File: src/rtl/result_display_driver.sv
// result_display_driver: captures adder result, converts to BCD, drives 3-digit muxed 7-seg display
module result_display_driver #(
    parameter int SCAN_DIV = 50000,
    parameter bit BLANK_LZ = 1'b1
) (
    input  logic       clk,
    input  logic       rst,
    input  logic [7:0] s,
    input  logic       cout,
    input  logic       load,
    output logic       busy,
    output logic       done,
    output logic [11:0] bcd,
    output logic       ovf,
    output logic [6:0] seg,
    output logic [2:0] an
);
    localparam int CW = (SCAN_DIV > 2) ? $clog2(SCAN_DIV) : 1;

    typedef enum logic [1:0] {IDLE, SHIFT, LATCH} state_t;

    state_t        state_q;
    logic [7:0]    shreg_q;
    logic [11:0]   scr_q;
    logic [2:0]    iter_q;
    logic          cout_q;
    logic          shown_q;
    logic [CW-1:0] cnt_q;
    logic [1:0]    idx_q;
    logic [11:0]   adj_d;
    logic [19:0]   shift_d;
    logic [3:0]    nib;
    logic          blank;

    function automatic logic [3:0] fix(input logic [3:0] n);
        return (n >= 4'd5) ? n + 4'd3 : n;
    endfunction

    function automatic logic [6:0] enc(input logic [3:0] n);
        case (n)
            4'd0: return 7'b1000000;
            4'd1: return 7'b1111001;
            4'd2: return 7'b0100100;
            4'd3: return 7'b0110000;
            4'd4: return 7'b0011001;
            4'd5: return 7'b0010010;
            4'd6: return 7'b0000010;
            4'd7: return 7'b1111000;
            4'd8: return 7'b0000000;
            4'd9: return 7'b0010000;
            default: return 7'b1111111;
        endcase
    endfunction

    // one double-dabble step: add-3 correction then shift {scratch, shreg} left
    always_comb begin
        adj_d   = {fix(scr_q[11:8]), fix(scr_q[7:4]), fix(scr_q[3:0])};
        shift_d = {adj_d[10:0], shreg_q, 1'b0};
    end

    // conversion FSM; result is latched on the last shift so done/bcd line up with the LATCH cycle
    always_ff @(posedge clk) begin
        if (rst) begin
            state_q <= IDLE;
            busy    <= 1'b0;
            done    <= 1'b0;
            bcd     <= 12'h000;
            ovf     <= 1'b0;
            shown_q <= 1'b0;
            shreg_q <= 8'd0;
            scr_q   <= 12'd0;
            iter_q  <= 3'd0;
            cout_q  <= 1'b0;
        end else begin
            case (state_q)
                IDLE: begin
                    done <= 1'b0;
                    if (load) begin
                        shreg_q <= s;
                        cout_q  <= cout;
                        scr_q   <= 12'd0;
                        iter_q  <= 3'd0;
                        busy    <= 1'b1;
                        state_q <= SHIFT;
                    end
                end
                SHIFT: begin
                    {scr_q, shreg_q} <= shift_d;
                    iter_q <= iter_q + 3'd1;
                    if (iter_q == 3'd7) begin
                        bcd     <= shift_d[19:8];
                        ovf     <= cout_q;
                        shown_q <= 1'b1;
                        done    <= 1'b1;
                        state_q <= LATCH;
                    end
                end
                LATCH: begin
                    done    <= 1'b0;
                    busy    <= 1'b0;
                    state_q <= IDLE;
                end
                default: state_q <= IDLE;
            endcase
        end
    end

    // free-running scan divider stepping the digit index 0->1->2->0
    always_ff @(posedge clk) begin
        if (rst) begin
            cnt_q <= '0;
            idx_q <= 2'd0;
        end else if (cnt_q == CW'(SCAN_DIV - 1)) begin
            cnt_q <= '0;
            idx_q <= (idx_q == 2'd2) ? 2'd0 : idx_q + 2'd1;
        end else begin
            cnt_q <= cnt_q + 1'b1;
        end
    end

    // digit select, leading-zero blanking and segment decode
    always_comb begin
        nib   = (idx_q == 2'd0) ? bcd[3:0] : (idx_q == 2'd1) ? bcd[7:4] : bcd[11:8];
        blank = !shown_q || (BLANK_LZ && ((idx_q == 2'd2 && bcd[11:8] == 4'd0) ||
                                          (idx_q == 2'd1 && bcd[11:4] == 8'd0)));
        seg   = blank ? 7'b1111111 : enc(nib);
        an    = ~(3'b001 << idx_q);
    end
endmodule

File: config.mk
export PLATFORM = sky130hd
export DESIGN_NAME = result_display_driver
export DESIGN_NICKNAME = d
export VERILOG_FILES = /design/src/rtl/result_display_driver.sv
export SDC_FILE = /design/constraint.sdc
export NUM_CORES = 1
export LEC_CHECK = 0
export BUFFER_PORTS_ARGS = -buffer_cell sky130_fd_sc_hd__buf_4
export CAP_MARGIN = 0
export CORE_MARGIN = 1.5
export CORE_UTILIZATION = 31
export DETAILED_ROUTE_END_ITERATION = 12
export REMOVE_ABC_BUFFERS = 1
export SYNTH_ARGS = -nofsm -noshare
export SYNTH_HDL_FRONTEND = slang
export SYNTH_SLANG_ARGS = --single-unit
File: constraint.sdc
create_clock -name clk -period 2 [get_ports clk]
set_input_delay 0.4 -clock clk [delete_from_list [all_inputs] [get_ports clk]]
set_output_delay 0.4 -clock clk [all_outputs]
set_load 0.02 [all_outputs]
Word level (Yosys, flattened, before mapping)
Memories as Yosys holds them, arrays and structs flattened.
Index checks and enable logic that the tools add are counted.
{"block": "word_totals", "mem_bits_ro": 112, "register_bits": 60, "mem_count": 1, "out_inout_bits": 25, "input_bits": 12}
{"block": "op_classes", "eq_ne": 8, "mux": 20, "order_cmp": 3, "shifts": 1, "bitwise": 1, "n_addsub": 6, "reduce_logical": 20}
{"memory": "(no name shown)", "words": 16, "width": 7, "read_ports": 1, "rd_clocked_by_memory_dff": 0, "wr": 0, "line_no": "40", "source": "case (n)"}
{"cell": "12-bit case mux with 2 select lines", "n": 1}
{"cell": "16-bit by 1-bit adder with 16-bit output (second input constant)", "n": 1}
{"cell": "16-bit == test (second input constant)", "n": 1}
{"cell": "4-bit two-way mux", "n": 4}
{"cell": "8-bit case mux with 2 select lines", "n": 1}
{"cell": "4-bit by 3-bit >= comparator with 1-bit output (second input constant)", "n": 3}
{"cell": "12-bit two-way mux", "n": 1}
{"cell": "2-bit AND reduction", "n": 6}
{"cell": "4-bit by 2-bit adder with 4-bit output (second input constant)", "n": 2}
{"cell": "8-bit logical NOT", "n": 1}
{"cell": "8-bit two-way mux", "n": 1}
{"cell": "7-bit two-way mux", "n": 1}
{"cell": "2-bit two-way mux", "n": 3}
{"cell": "3-bit two-way mux", "n": 2}
{"cell": "3-bit case mux with 2 select lines", "n": 1}
{"cell": "2-bit nonzero test", "n": 3}
{"cell": "2-bit by 1-bit == test with 1-bit output (second input constant)", "n": 2}
{"cell": "2-bit == test (second input constant)", "n": 2}
{"cell": "2-bit logical NOT", "n": 2}
{"cell": "4-bit logical NOT", "n": 1}
{"cell": "2-bit != test (second input constant)", "n": 2}
{"cell": "1-bit case mux with 2 select lines", "n": 2}
{"cell": "2-bit case mux with 2 select lines", "n": 1}
{"cell": "2-bit OR reduction", "n": 2}
{"cell": "10 further kinds", "n": 13}

Depth between registers and ports, before layout
Gate-level depths: netlist of run 1.
{"block": "logic_depth", "word_depth": 5, "mapped_depth": 8, "mapped_depth_nobuf": 7}

Least setup slack after synthesis of run 1
No wires, ideal clock.
{"block": "synth_timing", "kind": "register to output", "startpoint": "register idx_q[1]", "endpoint": "output seg[1]", "path_slack_ps": -125, "path_buffers": 1, "path_stages_with_launch": 7, "t_arrival_ps": 1725, "cell_sequence": "dfxtp_1 -> buf_1 -> o21a_1 -> inv_1 -> ha_1 -> nor2_1 -> o21ai_0"}
{"block": "synth_between", "elab_chain_len": 5, "elab_cells_between_ends": 11, "cone_classes": "eq/ne: 2; mux: 3; reduce/logical: 5; memory: 1"}
{"element": "from (decl)", "line_no": "29", "source": "logic [1:0] idx_q;"}
{"element": "from (signal assigned)", "line_no": "115", "source": "idx_q <= (idx_q == 2'd2) ? 2'd0 : idx_q + 2'd1;"}
{"element": "2-bit by 1-bit == test with 1-bit output or 2-bit == test (tied branches)", "line_no": "123, 125, 124"}
{"element": "4-bit two-way mux, or another cell as far along", "line_no": "123", "source": "nib = (idx_q == 2'd0) ? bcd[3:0] : (idx_q == 2'd1) ? bcd[7:4] : bcd[11:8];"}
{"element": "4-bit two-way mux or 1-bit logical OR (tied branches)", "line_no": "123, 124"}
{"element": "memory read 16 x 7 bit or 1-bit logical OR (tied branches)"}
{"element": "7-bit two-way mux (*)", "line_no": "126", "source": "seg = blank ? 7'b1111111 : enc(nib);"}
{"element": "to (decl)", "line_no": "15", "source": "output logic [6:0] seg,"}
Every way passes the cells marked *; elsewhere a longest branch is shown, timed or not.

Worst setup path in the final report of run 1
{"block": "layout_timing", "startpoint": "register bcd[4]", "endpoint": "output seg[3]"}
{"block": "layout_between", "elab_chain_len": 5, "elab_cells_between_ends": 8, "cone_classes": "mux: 3; reduce/logical: 4; memory: 1"}
{"element": "from (decl)", "line_no": "13", "source": "output logic [11:0] bcd,"}
{"element": "from (signal assigned)", "line_no": "91", "source": "bcd <= shift_d[19:8];"}
{"element": "branches (longest 4 deep; another with memory read 16 x 7 bit)"}
{"element": "7-bit two-way mux (*)", "line_no": "126"}
Every way passes the cells marked *.

==> metrics.md, run 1 <==
| Metric | Value |
|---|---|
| CP endpoint | seg[3] |
| DP HPWL | 4430 um |
| # placed instances | 486 |
| Register-to-Register Path Depth | 5 |
| DR DRC count | 0 |
| First-pass GRT wire length | 11100 um |
| Vias per cell | 4.88 |
| Crit end category | primary output |
| WP data required | 1.60 ns |
| Unrepaired setup endpoints after global routing | true |
| Post-Synth Simple-Gate Area | 23.9% |
| Post-synth EDFFs | 0 |
| Hold WC Path Type | input pin to register |
| R2R Path Start | cnt_q[3] |
| Vias in the first global route | 2384 |
| Worst path arrival time | 1.83 ns |
| Die width | 98.6 um |
| CTS max path bufs | 2 |
| Fraction of registers with async set/reset | 0% |
| GRT Resource Usage Total | 14.1% |
| Syn Inst Count | 342 |
| Die area | 9720 um^2 |
| Total power | 2370 uW |
| Max Freq | 0.449 GHz |
| R2R Path End | cnt_q[9] |
| Clk_lat worst skew | 0.34 ns |
| P_leak | 0.00137 uW |
| CP delay by family, top | buffers and inverters |
| Slack of the critical path | -0.225 ns |
| Initial Util | 32.2% |
| Top cells by count, synth | dfxtp_1 (60), nor2_1 (56), nand2_1 (40) |
| Max-cap violations | 0 |
| Final core utilization | 40.5% |
| Fillers | 888 |
| Initial antenna violation count | 0 |
| DRT Pass-1 Iters | 6 |
| Setup crit start | bcd[4] |
| Post-route clock period utilization | 111% |
| PwrDens | 665 nW/um^2 |
| Status | finished, violations left |
| Final setup fails | 7 |
| Syn. warnings | 0 |
| Root Driver | clkbuf_8 |
| Diode count | 0 |
| IO buf count | 36 |
| Worst Max-Slew Pin Slew | 0.495 ns |
| Unique cell type count in the Yosys netlist | 42 |
| H-Tree Depth | 3 |
| ANT nets after route | 0 |
| Mux contribution to synthesized area | 3.58% |
| CP startpoint kind | register |
| Setup TNS after final layout | -1.34 ns |
| Slowest stage delay, CP | 0.31 ns |
| Tmin final | 2.23 ns |
| Die span in y | 98.6 um |
| Final wirelength | 6240 um |
| Slew margin rel. | 67.0% |
| Flop-to-flop setup slack | 0.28 ns |
| Failing checks | negative setup slack |
| Synthesized area per cell | 8.28 um^2 |
| Setup Skew | 0.00872 ns |
| WL/cell | 12.4 um |
| Synth Area in Compound Gates | 15.3% |
| Cell Area, Synth | 2830 um^2 |
| Final hold vios | 0 |
| Sequential share of the synthesized area | 42.4% |
| Post-CTS Hold Buffers | 0 |
| Worst VDD drop | 0.294 mV |
| Global route overflow | 0 |
| Area share of the largest cell type after synthesis | 42.4% |
| Main combinational cell family by area after synthesis | simple AND/OR/NAND/NOR gates |
| P&R area growth vs syn | 25.8% |
| Worst path buffer plus inverter count | 4 |
| Critical path peak fanout | 3 |
| Critical path type | register to primary output |
| Top area cells in the synthesized netlist | dfxtp_1 (42%), nor2_1 (7.4%), nand2_1 (5.3%) |
| CTS tree | yes |
| Vias after detailed routing | 2463 |
| Final Max Tran Viols | 0 |
| Synth Area in Adders | 4.42% |
| Post-synth top area cell | dfxtp_1 |
| Clk pin slew, worst setup/hold paths | 0.07 ns |
| Layout Cells excl Fill | 505 |
| # rows | 34 |
| Share of cells above drive strength 1 | 23.2% |
| Critical path cell sequence | buf_4 -> mux2i_1 -> o21a_1 -> inv_2 -> ha_4 -> inv_1 -> o21ai_1 -> nand3_1 -> buf_6 |
| Core area | 8810 um^2 |
| Cts bufs inserted | 9 |
| CTS Sinks | 60 |
| Synth Flop Type | dfxtp_1 |
| Slowest CP cell | dfxtp_2 |
| Initial DRC count | 126 |
| Synth Register Bits | 60 |
| Routability cong. | 0.819 |
| IO Pins | 37 |
| Pin count of the biggest net entering global routing | 34 |
| Fin nets | 414 |
| WP depth | 9 |
| Post-synthesis xor/xnor area fraction | 5.57% |
| Top-count cell post-synth | dfxtp_1 |
-- power by group --
group | leakage, uW | switching (uW) | internal (uW)
registers | 0.000489 | 18.4 | 1220
logic | 0.000780 | 76.1 | 53.2
clock network | 0.0000982 | 457 | 544
-- through the flow --
stage	hold slack (ns)	setup WS [ns]	cell area (um^2)
floorplan	0.418	-0.0976	2740
global placement	0.428	0.0200	3280
detailed placement	0.445	-0.0566	3280
CTS	0.286	-0.243	3530
global route	0.312	-0.320	3560
finish	0.297	-0.225	3560
-- metal layers --
metal	wire [um]	track usage (%)	up-vias
met4	126	5.05	0
met1	2940	17.1	1122
li1	-	-	1275
met5	0	0	-
met2	2920	23.9	49
met3	255	3.97	17
-- layout make-up --
class | count | area [um^2] | area share (%)
Clock buffer | 12 | 165 | 4.64
Sequential cell | 60 | 1210 | 33.9
Timing Repair Buffer | 56 | 435 | 12.2
Clock inverter | 4 | 22.5 | 0.632
Tap cell | 108 | 135 | 3.79
Multi-Input combinational cell | 252 | 1550 | 43.4
Inverter | 13 | 48.8 | 1.37
-- repair_timing --
action | CTS | global route
pin swaps | 5 | 7
setup endpoints to repair | 7 | 7
gates resized for setup | 22 | 7
setup buffers | 2 | 1
-- layout by cell type, fill, tap and decap left out, types with 3 or more instances in the layout --
cell type / instances
nor2_1: 55
nand2_1: 40
a311oi_1: 7
nand2b_1: 6
buf_4: 52
a21oi_1: 21
xnor2_1: 13
buf_6: 4
o21ai_1: 3
a211oi_1: 8
clkbuf_8: 12
and3_1: 5
a22oi_1: 10
nand3_1: 10
inv_1: 12
mux2i_1: 9
o21ai_0: 5
o21ai_2: 7
nor3b_1: 6
clkinv_2: 3
ha_1: 9
xor2_1: 5
dfxtp_1: 57
nor3_1: 8
-- flip-flops by register name, summed over array words and instances (netlist names) --
| register | flops |
|---|---|
| bcd | 12 |
| cout_q | 1 |
| iter_q | 3 |
| scr_q | 12 |
| shreg_q | 8 |
| cnt_q | 16 |
| idx_q | 2 |
| ovf | 1 |
| busy | 1 |
| shown_q | 1 |
| state_q | 2 |
| done | 1 |
-- cells by family after synthesis --
group                    after synthesis
AND/OR/NAND/NOR                      146
AO/OA/AOI/OAI                         68
flip-flops                            60
buffers and inverters                 30
XOR/XNOR                              18
multiplexers                          10
adder cells (fa/ha/maj)               10
-- tightest hold or removal path, cell delays in order --
cell and delay, ns:
buf_4 0.08, mux2i_1 0.05, nor2_1 0.07
-- worst min-delay path by stage --
stage | startpoint | endpoint | slack [ns] | cells past startpoint
6_report | cout | cout_q | 0.30 | 3
5_1_grt | s[0] | shreg_q[0] | 0.31 | 3
4_1_cts | cout | cout_q | 0.29 | 3
3_5_place_dp | cnt_q[0] | cnt_q[0] | 0.45 | 1
3_3_place_gp | cnt_q[0] | cnt_q[0] | 0.43 | 1
2_1_floorplan | cnt_q[0] | cnt_q[0] | 0.42 | 1
Power figures use the tool's default switching activity.
==> run 2, diff against run 1 <==
--- a/config.mk
+++ b/config.mk
@@ -7,10 +7,14 @@
 export LEC_CHECK = 0
 export BUFFER_PORTS_ARGS = -buffer_cell sky130_fd_sc_hd__buf_4
 export CAP_MARGIN = 0
+export CELL_PAD_IN_SITES_DETAIL_PLACEMENT = 0
+export CELL_PAD_IN_SITES_GLOBAL_PLACEMENT = 1
 export CORE_MARGIN = 1.5
 export CORE_UTILIZATION = 31
 export DETAILED_ROUTE_END_ITERATION = 12
+export PLACE_DENSITY_LB_ADDON = 0.1
 export REMOVE_ABC_BUFFERS = 1
+export SKIP_CTS_REPAIR_TIMING = 1
 export SYNTH_ARGS = -nofsm -noshare
 export SYNTH_HDL_FRONTEND = slang
 export SYNTH_SLANG_ARGS = --single-unit
==> run 2 against run 1 <==
Net effect:
- the run ends with design-rule violations, negative setup slack left
- global-route usage up 0.57 points
- wire length up 4.8%
- utilization up 0.057 points
- hold slack better by 0.0064 ns
- critical path type unchanged
- largest power group unchanged
==> metrics.md, run 2 (same netlist as run 1, synthesis figures left out) <==
| Metric | Value |
|---|---|
| Hold Crit Depth | 3 |
| Hold_sp | cout |
| Routability cong. | 0.719 |
| Vias per cell | 4.84 |
| P_int | 1850 uW |
| Tmin final | 2.27 ns |
| CP startpoint kind | register |
| Vias in the first global route | 2373 |
| Initial DRC count | 80 |
| Final setup fails | 7 |
| Clk pin slew, worst setup/hold paths | 0.06 ns |
| Max Freq | 0.441 GHz |
| Unrepaired setup endpoints after global routing | true |
| DP HPWL | 4580 um |
| # rows | 34 |
| Register-to-Register Path Depth | 4 |
| Hold WC Path Type | input pin to register |
| Root Driver | clkbuf_8 |
| H-Tree Depth | 3 |
| GRT Resource Usage Total | 14.7% |
| Layout Cells excl Fill | 505 |
| DR DRC count | 2 |
| Final Max Tran Viols | 0 |
| Die span in y | 98.6 um |
| Sequential share of power | 51.7% |
| Largest registers | cnt_q: 16 flops, bcd: 12 flops, scr_q: 12 flops |
| Worst Max-Slew Pin Slew | 0.532 ns |
| IO buf count | 36 |
| Sw frac | 22.7% |
| Initial Util | 32.2% |
| Final wirelength | 6540 um |
| DRT Pass-1 Iters | 10 |
| P_leak | 0.00138 uW |
| Global route overflow | 0 |
| First-pass GRT wire length | 11400 um |
| WP data required | 1.60 ns |
| Clk_lat worst skew | 0.34 ns |
| Status | finished, violations left |
| Switching pwr | 542 uW |
| Most frequent cells in the layout | nor2_1 (56), dfxtp_1 (55), buf_4 (54) |
| Slack of the critical path | -0.270 ns |
| Setup TNS after final layout | -1.51 ns |
| # placed instances | 487 |
| Pin count of the biggest net entering global routing | 28 |
| Post-route clock period utilization | 114% |
| Critical path peak fanout | 2 |
| Max FFs per register | 16 |
| PwrDens | 671 nW/um^2 |
| Vias after detailed routing | 2443 |
| WL/cell | 13.0 um |
| Die width | 98.6 um |
| Total power | 2390 uW |
| Critical path type | register to primary output |
| Initial antenna violation count | 0 |
| R2R Path End | idx_q[1] |
| Biggest register | cnt_q |
| Diode count | 0 |
| Fin nets | 415 |
| Crit end category | primary output |
| ANT nets after route | 0 |
| Slew margin rel. | 64.5% |
| CTS Sinks | 60 |
| Max-cap violations | 0 |
| Worst VDD drop | 0.335 mV |
| Cts bufs inserted | 9 |
| Setup Skew | 0.0142 ns |
| Die area | 9720 um^2 |
| Setup WS pre-CTS | -0.0369 ns |
| Final hold vios | 0 |
| Flop-to-flop setup slack | 0.28 ns |
| Clk pwr share | 42.8% |
| IO Pins | 37 |
| P&R area growth vs syn | 26.0% |
| Hold Crit Endpoint | cout_q |
| WHS | 0.304 ns |
| CTS max path bufs | 2 |
| R2R Path Start | cnt_q[7] |
| Most common cell after layout, fill and taps aside | nor2_1 |
| Worst path arrival time | 1.87 ns |
| CTS tree | yes |
| Share of cells above drive strength 1 | 23.4% |
| Logic pwr share | 5.5% |
| Failing checks | design-rule violations, negative setup slack |
| Core area | 8810 um^2 |
## run 2: changes by cell type in the layout (fill, tap and decap cells not counted), moves of 2 or more
| cell | change |
|---|---|
| dfxtp_2 | +2 |
| dfxtp_1 | -2 |
| buf_4 | +2 |
| o21ai_2 | -3 |
| clkinv_2 | -2 |
## run 2: worst max-delay path by stage
stage / from / endpoint / cells past startpoint / slack (ns)
2_1_floorplan: idx_q[0] / seg[1] / 6 / -0.1
3_3_place_gp: idx_q[0] / seg[3] / 8 / -0.002
3_5_place_dp: idx_q[0] / seg[4] / 7 / -0.04
4_1_cts: idx_q[0] / seg[3] / 8 / -0.42
5_1_grt: bcd[5] / seg[4] / 6 / -0.36
6_report: bcd[5] / seg[4] / 6 / -0.27
## run 2: layout make-up
| class | instances | area (um^2) |
|---|---|---|
| fill | 906 | 5240 |
| inverter | 13 | 48.8 |
| tap | 108 | 135 |
| clock inverter | 1 | 5.00 |
| sequential | 60 | 1210 |
| timing repair buffer | 57 | 439 |
| multi-input combinational | 252 | 1550 |
| clock buffer | 14 | 183 |
## run 2: per-layer routing
metal / GRT usage, % / vias to the layer above / share of wire, %
li1: - / 1286 / -
met1: 18.3 / 1119 / 48
met2: 24.5 / 33 / 47
met3: 4.68 / 5 / 3.9
met4: 3.96 / 0 / 1.1
met5: 0 / - / 0
## run 2: critical path: stages, from the launching register on
cell and delay [ns]:
dfxtp_2 0.32, or4_4 0.52, o21ai_1 0.14, a21boi_1 0.10, a21boi_2 0.18, o211ai_1 0.10, buf_4 0.17
## run 2: power groups by stage
stage	combinational, uW	sequential (uW)	clock, uW
2_1_floorplan	68.7	1260	0
3_3_place_gp	134	1270	0
3_5_place_dp	135	1270	0
4_1_cts	135	1240	1060
5_1_grt	150	1240	1140
6_report	131	1240	1020
## run 2: stage by stage
step / utilization, % / cell area, um^2
floorplan: - / 2740
global placement: 37.3 / 3280
detailed placement: 37.3 / 3280
CTS: 39.4 / 3470
global route: 40.5 / 3570
finish: 40.5 / 3570
